===== src/rtl/quad_io_pkg.sv =====
// Shared constants and types for the quadcore output arbiter.
// Holds the default core count, data width and per-core port count,
// the index-width helper and the slot-entry layout {addr, data}.
package quad_io_pkg;

    localparam int NUBITS_DEF = 32;
    localparam int NCORE_DEF  = 4;
    localparam int NUIOOU_DEF = 2;
    localparam int FDEPTH_DEF = 2;

    // Index width for a set of n items, never narrower than one bit.
    function automatic int idx_width(input int n);
        return (n > 1) ? $clog2(n) : 1;
    endfunction

    localparam int CORE_W = idx_width(NCORE_DEF);
    localparam int ADDR_W = idx_width(NUIOOU_DEF);

    typedef struct packed {
        logic [ADDR_W-1:0]     addr;
        logic [NUBITS_DEF-1:0] data;
    } slot_entry_t;

endpackage


===== src/rtl/quad_out_arb_if.sv =====
// Valid/ready output port of the quadcore output arbiter.
// master drives the word, slave (the sink) drives m_ready.
interface quad_out_arb_if
    import quad_io_pkg::*;
#(
    parameter int NUBITS = NUBITS_DEF,
    parameter int CORE_W = quad_io_pkg::CORE_W,
    parameter int ADDR_W = quad_io_pkg::ADDR_W
);

    logic              m_valid;
    logic              m_ready;
    logic [NUBITS-1:0] m_data;
    logic [CORE_W-1:0] m_core;
    logic [ADDR_W-1:0] m_addr;

    modport master (
        output m_valid,
        output m_data,
        output m_core,
        output m_addr,
        input  m_ready
    );

    modport slave (
        input  m_valid,
        input  m_data,
        input  m_core,
        input  m_addr,
        output m_ready
    );

endinterface


===== src/rtl/io_slot_fifo.sv =====
// Per-core slot FIFO. Pointers carry one extra wrap bit so full and
// empty can be told apart; a push into a full FIFO is accepted only
// when the same cycle also pops. Reset is asynchronous, active-low.
module io_slot_fifo
    import quad_io_pkg::*;
#(
    parameter int WIDTH  = 33,
    parameter int FDEPTH = FDEPTH_DEF
)(
    input  logic             clk,
    input  logic             rst,
    input  logic             push,
    input  logic             pop,
    input  logic [WIDTH-1:0] din,
    output logic [WIDTH-1:0] dout,
    output logic             full,
    output logic             empty
);

    localparam int PW = $clog2(FDEPTH) + 1;
    localparam int IW = PW - 1;

    logic [WIDTH-1:0] r_mem [FDEPTH];
    logic [PW-1:0]    r_wr_ptr;
    logic [PW-1:0]    r_rd_ptr;
    logic             w_do_push;
    logic             w_do_pop;

    assign empty     = (r_wr_ptr == r_rd_ptr);
    assign full      = (r_wr_ptr[PW-1] != r_rd_ptr[PW-1]) &&
                       (r_wr_ptr[IW-1:0] == r_rd_ptr[IW-1:0]);
    assign w_do_pop  = pop && !empty;
    assign w_do_push = push && (!full || w_do_pop);
    assign dout      = r_mem[r_rd_ptr[IW-1:0]];

    // Advance the read and write pointers on accepted pops and pushes.
    always_ff @(posedge clk or negedge rst) begin
        if (!rst) begin
            r_wr_ptr <= '0;
            r_rd_ptr <= '0;
        end else begin
            if (w_do_push) r_wr_ptr <= r_wr_ptr + 1'b1;
            if (w_do_pop)  r_rd_ptr <= r_rd_ptr + 1'b1;
        end
    end

    // Store accepted entries; storage needs no reset since empty gates reads.
    always_ff @(posedge clk) begin
        if (w_do_push) r_mem[r_wr_ptr[IW-1:0]] <= din;
    end

endmodule


===== src/rtl/quad_out_arb.sv =====
// Output arbiter for the quadcore build. Each core's one-hot output
// strobe pushes {lowest set port index, data} into its own slot FIFO;
// a round-robin arbiter drains the FIFOs into a registered valid/ready
// output stage. Pushes into a full, unpopped FIFO are dropped and flagged
// in the sticky ovf bits.
// Build option: define QARB_FIXPRI_EN for fixed priority (core 0 highest,
// no round-robin pointer); undefined gives round-robin arbitration.
module quad_out_arb
    import quad_io_pkg::*;
#(
    parameter int NUBITS = NUBITS_DEF,
    parameter int NCORE  = NCORE_DEF,
    parameter int NUIOOU = NUIOOU_DEF,
    parameter int FDEPTH = FDEPTH_DEF
)(
    input  logic                     clk,
    input  logic                     rst,
    input  logic [NCORE*NUBITS-1:0]  core_data,
    input  logic [NCORE*NUIOOU-1:0]  core_out_en,
    quad_out_arb_if.master           m,
    output logic [NCORE-1:0]         ovf,
    input  logic                     ovf_clr
);

    localparam int CW = idx_width(NCORE);
    localparam int AW = idx_width(NUIOOU);
    localparam int EW = AW + NUBITS;

    localparam logic [0:0] S_IDLE = 1'b0;
    localparam logic [0:0] S_HOLD = 1'b1;

    logic [NCORE-1:0]  w_push;
    logic [NCORE-1:0]  w_pop;
    logic [NCORE-1:0]  w_full;
    logic [NCORE-1:0]  w_empty;
    logic [NCORE-1:0]  w_drop;
    logic [AW-1:0]     w_push_addr [NCORE];
    logic [EW-1:0]     w_din       [NCORE];
    logic [EW-1:0]     w_dout      [NCORE];
    logic [EW-1:0]     w_sel;
    logic              w_load;
    logic              w_grant_valid;
    logic [CW-1:0]     w_grant_idx;

    logic [0:0]        r_state;
    logic [NUBITS-1:0] r_data;
    logic [CW-1:0]     r_core;
    logic [AW-1:0]     r_addr;
    logic [NCORE-1:0]  r_ovf;
`ifndef QARB_FIXPRI_EN
    logic [CW-1:0]     r_rr_last;
`endif

    // Decode each core's strobe into a push request and its lowest set port.
    always_comb begin
        for (int i = 0; i < NCORE; i++) begin
            w_push[i]      = |core_out_en[i*NUIOOU +: NUIOOU];
            w_push_addr[i] = '0;
            for (int j = NUIOOU - 1; j >= 0; j--) begin
                if (core_out_en[i*NUIOOU + j]) w_push_addr[i] = AW'(j);
            end
            w_din[i] = {w_push_addr[i], core_data[i*NUBITS +: NUBITS]};
        end
    end

    for (genvar g = 0; g < NCORE; g++) begin : g_slot
        io_slot_fifo #(
            .WIDTH  (EW),
            .FDEPTH (FDEPTH)
        ) u_fifo (
            .clk   (clk),
            .rst   (rst),
            .push  (w_push[g]),
            .pop   (w_pop[g]),
            .din   (w_din[g]),
            .dout  (w_dout[g]),
            .full  (w_full[g]),
            .empty (w_empty[g])
        );
    end

    assign w_load = (r_state == S_IDLE) || m.m_ready;

    // Pick the first non-empty FIFO; scanning from far to near leaves the nearest.
    always_comb begin
        logic [CW-1:0] w_cand;
        w_grant_valid = 1'b0;
        w_grant_idx   = '0;
        w_cand        = '0;
`ifdef QARB_FIXPRI_EN
        for (int k = NCORE - 1; k >= 0; k--) begin
            w_cand = CW'(k);
            if (!w_empty[w_cand]) begin
                w_grant_valid = 1'b1;
                w_grant_idx   = w_cand;
            end
        end
`else
        for (int k = NCORE; k >= 1; k--) begin
            w_cand = CW'((int'(r_rr_last) + k) % NCORE);
            if (!w_empty[w_cand]) begin
                w_grant_valid = 1'b1;
                w_grant_idx   = w_cand;
            end
        end
`endif
    end

    assign w_sel = w_dout[w_grant_idx];

    // Pop the granted FIFO and flag pushes that find no room.
    always_comb begin
        for (int i = 0; i < NCORE; i++) begin
            w_pop[i]  = w_load && w_grant_valid && (w_grant_idx == CW'(i));
            w_drop[i] = w_push[i] && w_full[i] && !w_pop[i];
        end
    end

    // Output stage: load the granted entry or fall idle at each load opportunity.
    always_ff @(posedge clk or negedge rst) begin
        if (!rst) begin
            r_state <= S_IDLE;
            r_data  <= '0;
            r_core  <= '0;
            r_addr  <= '0;
        end else if (w_load) begin
            if (w_grant_valid) begin
                r_state <= S_HOLD;
                r_data  <= w_sel[NUBITS-1:0];
                r_addr  <= w_sel[EW-1:NUBITS];
                r_core  <= w_grant_idx;
            end else begin
                r_state <= S_IDLE;
            end
        end
    end

`ifndef QARB_FIXPRI_EN
    // Remember the last granted core so the next search starts just after it.
    always_ff @(posedge clk or negedge rst) begin
        if (!rst) begin
            r_rr_last <= CW'(NCORE - 1);
        end else if (w_load && w_grant_valid) begin
            r_rr_last <= w_grant_idx;
        end
    end
`endif

    // Sticky drop flags; a new drop beats a simultaneous clear.
    always_ff @(posedge clk or negedge rst) begin
        if (!rst) begin
            r_ovf <= '0;
        end else begin
            r_ovf <= w_drop | (r_ovf & ~{NCORE{ovf_clr}});
        end
    end

    assign m.m_valid = (r_state == S_HOLD);
    assign m.m_data  = r_data;
    assign m.m_core  = r_core;
    assign m.m_addr  = r_addr;
    assign ovf       = r_ovf;

endmodule


===== src/flat_wrapper.sv =====
// flat-port wrapper written by rule: the top's interface ports become plain ports
module quad_out_arb_flat import quad_io_pkg::*;
#(
    parameter int NUBITS = NUBITS_DEF,
    parameter int NCORE  = NCORE_DEF,
    parameter int NUIOOU = NUIOOU_DEF,
    parameter int FDEPTH = FDEPTH_DEF
)
  (clk, rst, core_data, core_out_en, ovf, ovf_clr, m_m_valid, m_m_data, m_m_core, m_m_addr, m_m_ready);
  quad_out_arb_if #(.NUBITS(NUBITS), .CORE_W(2), .ADDR_W(1)) m_i ();
  input  logic clk;
  input  logic rst;
  input  logic [NCORE*NUBITS-1:0] core_data;
  input  logic [NCORE*NUIOOU-1:0] core_out_en;
  output logic [NCORE-1:0] ovf;
  input  logic ovf_clr;
  output wire logic [$bits(m_i.m_valid)-1:0] m_m_valid;
  output wire logic [$bits(m_i.m_data)-1:0] m_m_data;
  output wire logic [$bits(m_i.m_core)-1:0] m_m_core;
  output wire logic [$bits(m_i.m_addr)-1:0] m_m_addr;
  input wire logic [$bits(m_i.m_ready)-1:0] m_m_ready;
  assign m_m_valid = m_i.m_valid;
  assign m_m_data = m_i.m_data;
  assign m_m_core = m_i.m_core;
  assign m_m_addr = m_i.m_addr;
  assign m_i.m_ready = m_m_ready;
  quad_out_arb #(.NUBITS(NUBITS), .NCORE(NCORE), .NUIOOU(NUIOOU), .FDEPTH(FDEPTH)) u_core (.clk(clk), .rst(rst), .core_data(core_data), .core_out_en(core_out_en), .m(m_i), .ovf(ovf), .ovf_clr(ovf_clr));
endmodule

===== config.mk =====
export PLATFORM = sky130hd
export DESIGN_NAME = quad_out_arb_flat
export DESIGN_NICKNAME = d
export VERILOG_FILES = /design/src/rtl/quad_io_pkg.sv /design/src/rtl/quad_out_arb_if.sv /design/src/rtl/io_slot_fifo.sv /design/src/rtl/quad_out_arb.sv /design/src/flat_wrapper.sv
export SDC_FILE = /design/constraint.sdc
export NUM_CORES = 1
export LEC_CHECK = 0
export BUFFER_PORTS_ARGS = -buffer_cell sky130_fd_sc_hd__clkbuf_2
export CORE_MARGIN = 2
export CORE_UTILIZATION = 60
export DETAILED_ROUTE_END_ITERATION = 8
export HOLD_SLACK_MARGIN = 0.12
export PLACE_DENSITY = 0.83
export SYNTH_ARGS = -nofsm -noshare
export SYNTH_HDL_FRONTEND = slang
export SYNTH_SLANG_ARGS = --single-unit

===== constraint.sdc =====
create_clock -name clk -period 7.7 [get_ports clk]
set_clock_uncertainty 0.15 [all_clocks]
set_input_delay 0.77 -clock clk [delete_from_list [all_inputs] [get_ports clk]]
set_output_delay 0.77 -clock clk [all_outputs]
set_load 0.02 [all_outputs]

==> results.py <==
metrics = {
    "final_layout": {
        "syn2layout_area_growth_pct": 16.1,
        "final_nets": 1123,
        "final_cells": 1287,
        "antenna_cells": 0,
        "drive_gt1_share_pct": 31.8,
        "multi_input_area_um2": 3490,
        "ff_latch_area_um2": 9390,
        "nFillCells": 1450,
    },
    "drt": {
        "wl_um": 28400,
        "ant_nets": 0,
        "dr.pass1.iters": 5,
        "vias": 7653,
        "routedWlPerCell_um": 22.1,
        "drtIter0Drc": 589,
        "via_per_inst": 5.95,
        "drc": 0,
    },
    "floorplan": {
        "die_h_um": 152,
        "start_util_pct": 60.6,
        "core.rowCount": 54,
        "die_width_um": 152,
        "ios": 180,
        "core_um2": 21600,
        "dieArea_um2": 23000,
    },
    "timing": {
        "fin_tns_setup_ns": 0,
        "fin_ws_ns": 3.28,
        "slew_violations": 0,
        "period_needed_ns": 4.42,
        "whs_ns": 0.214,
        "hold_viol": 0,
        "fin_crit_sh_pct": 57.4,
        "slew-limit-headroom_pct": 13.9,
        "setup_viol": 0,
        "worst_pin_slew_ns": 1.29,
        "fmax_mhz": 226,
        "grt_setup_unrepaired": "false",
    },
    "setup_path": {
        "critPathMaxStageDelay_ns": 1.10,
        "worstSetupEndpointType": "flop",
        "cp.required_ns": 7.71,
        "crit_fanout": 36,
        "crit_type": "flop to flop",
        "cp-start-kind": "flop",
        "worstPathArrival_ns": 4.43,
        "crit_chain": "xor2_1 -> nor4_1 -> a21o_1 -> buf_4 -> o31ai_1 -> o21ai_0 -> nor2_4",
        "cp_slowest_cell": "dfrtp_2",
    },
    "clock_tree": {
        "cts_htree_levels": 1,
        "cts_sinks": 322,
        "cts_root_buffer": "clkbuf_16",
        "cts_buffer_depth": 3,
        "cts_resized": 0,
        "cts_hold_buf": 0,
        "cts_tree": "yes",
        "cts_setup_buffers": 0,
        "clkLatencyLatePin_ns": 0.55,
        "clkTransAtPathRegs_ns": 0.07,
        "numCtsBuffers": 31,
    },
    "synth": {
        "synth.avg_cell_area_um2": 16.3,
        "yosys_warnings": 0,
        "syn_nets": 944,
        "synth_cells": 804,
        "synthFlopType": "edfxtp_1",
        "synth-edff-count": 264,
        "seq_area_frac_synth_pct": 71.6,
        "async_reset_ff_share_pct": 18.0,
        "synth_cell_types": 56,
        "syn_area_um2": 13100,
        "synth.ff_latch_count": 322,
    },
    "placement": {
        "place_ws_ns": 3.24,
        "place_hpwl_um": 19200,
        "portBuffers": 179,
        "placed_cells_incl_taps": 1230,
        "place.gp.congestion": 0.903,
    },
    "grt": {
        "grt_antenna_before_repair": 0,
        "grt_use_total_pct": 24.9,
        "grt_overflow": 0,
        "grt_pass1_vias": 7565,
        "grt_max_degree": 59,
        "grt_pass1_wl_um": 42000,
    },
    "power_and_ir_drop": {
        "leakage_nw": 5.85,
        "power.density_nw_per_um2": 509,
        "vdd_ir_drop_max_mv": 0.322,
        "power_mw": 7.74,
    },
    "flow_run": {
        "cap_violations": 0,
    },
    "min_path": {
        "hp-class": "input pin to async pin",
    },
    "outcome": {
        "status": "finished, final reports clean",
    },
}
synth_stat cells (3+ instances only):
master | instances | area, um2
a21oi_1 | 7 | 35.0
buf_1 | 7 | 26.3
buf_2 | 12 | 60.1
buf_6 | 5 | 56.3
clkbuf_1 | 20 | 75.1
dfrtp_1 | 56 | 1400
edfxtp_1 | 264 | 7930
inv_1 | 7 | 26.3
mux2_1 | 4 | 45.0
mux2_2 | 62 | 698
mux2i_1 | 100 | 1000
nand2_1 | 47 | 176
nand2b_1 | 4 | 25.0
nand3_1 | 43 | 215
nor2_1 | 14 | 52.6
nor2b_1 | 6 | 37.5
nor3b_1 | 4 | 30.0
o2111ai_1 | 33 | 289
o211ai_1 | 37 | 278
o21ai_0 | 8 | 40.0
o41ai_1 | 3 | 26.3
xnor2_1 | 8 | 70.1
xor2_1 | 10 | 87.6
cells by family (layout without fill, tap and decap cells):
group | count (synthesis) | after routing | synth area share, %
AOI/OAI and AO/OA | 110 | 110 | 6.43
xor gates and xnor gates | 20 | 20 | 1.45
buffers and inverters | 54 | 257 | 2.09
DFF | 322 | 322 | 71.6
muxes | 166 | 166 | 13.3
and+or+nand+nor | 132 | 132 | 5.07
path summary, 6_finish.rpt:
| path | from | to | slack [ns] | depth (start not counted) |
|---|---|---|---|---|
| setup / recovery | u_core.g_slot[0].u_fifo.r_rd_ptr[0] | u_core.g_slot[0].u_fifo.r_mem[0][22] | 3.28 | 7 |
| hold / removal | rst | u_core.ovf[1] | 0.21 | 2 |
| setup reg to reg | u_core.g_slot[0].u_fifo.r_rd_ptr[0] | u_core.g_slot[0].u_fifo.r_mem[0][22] | 3.28 | 7 |
| hold reg to reg | u_core.m.m_core[1] | u_core.m.m_core[1] | 0.33 | 2 |
| max in group asynchronous | rst | u_core.g_slot[3].u_fifo.r_rd_ptr[0] | 6.61 | 2 |
| min in group clk | core_data[16] | u_core.g_slot[0].u_fifo.r_mem[1][16] | 0.26 | 1 |
state kept, by name (all words and copies together), names as in the netlist:
signal                         flops
u_core.m.m_core                    2
u_core.m.m_valid                   1
u_core.m.m_data                   32
u_core.g_slot.u_fifo.r_mem       264
u_core.r_rr_last                   2
u_core.g_slot.u_fifo.r_rd_ptr      8
u_core.ovf                         4
u_core.m.m_addr                    1
u_core.g_slot.u_fifo.r_wr_ptr      8
critical path, delay by kind of cell, from the launching register on:
kind | cells | cell delay (ns)
and+or+nand+nor | 2 | 0.99
xor gates and xnor gates | 1 | 0.36
buffers and inverters | 1 | 0.30
DFF | 1 | 1.10
AOI/OAI and AO/OA | 3 | 1.10
routing by layer:
metal | track usage, % | wire length, um | up-vias
met1 | 33.7 | 11200 | 3784
li1 | - | - | 3500
met5 | 0 | 0 | -
met3 | 3.50 | 2110 | 51
met4 | 7.64 | 794 | 0
met2 | 42.3 | 14200 | 318
report_power, final:
part / internal (mW) / leakage, nW / switching (mW) / total (mW)
Clock: 0.810 / 0.468 / 0.599 / 1.41
Sequential: 2.82 / 3.19 / 0.381 / 3.20
Combinational: 1.16 / 2.20 / 1.98 / 3.14
Total: 4.79 / 5.85 / 2.96 / 7.74
metrics by stage:
| step | util (%) | instance area, um2 |
|---|---|---|
| 2_1_floorplan | - | 13100 |
| 3_3_place_gp | 65.9 | 14300 |
| 3_5_place_dp | 65.9 | 14300 |
| 4_1_cts | 70.3 | 15200 |
| 5_1_grt | 70.3 | 15200 |
| 6_report | 70.3 | 15200 |
cells in the final DEF (no fill, tap or decap), types with 3 or more instances in the layout:
cell       count
a21oi_1        6
buf_4         14
clkbuf_1      11
clkbuf_16     31
clkbuf_2     179
clkbuf_8       4
clkinv_1       4
clkinv_2       6
dfrtp_1       53
dfrtp_2        3
edfxtp_1     264
inv_1          7
mux2_1         4
mux2_2        62
mux2i_1      100
nand2_1       47
nand2b_1       4
nand3_1       43
nor2_1        11
nor2_4         3
nor2b_1        6
o2111ai_1     33
o211ai_1      37
o21ai_0        8
o41ai_1        3
xnor2_1        8
xor2_1        10
layout make-up:
cell class	instances	share of cell area [%]
repair buffers	193	6.58
flip-flops and latches	322	61.7
well taps	280	2.30
clock inverters	11	0.494
inverters	7	0.173
clock buffers	46	5.74
multi-input cells	428	23.0
Power figures use the tool's default switching activity.
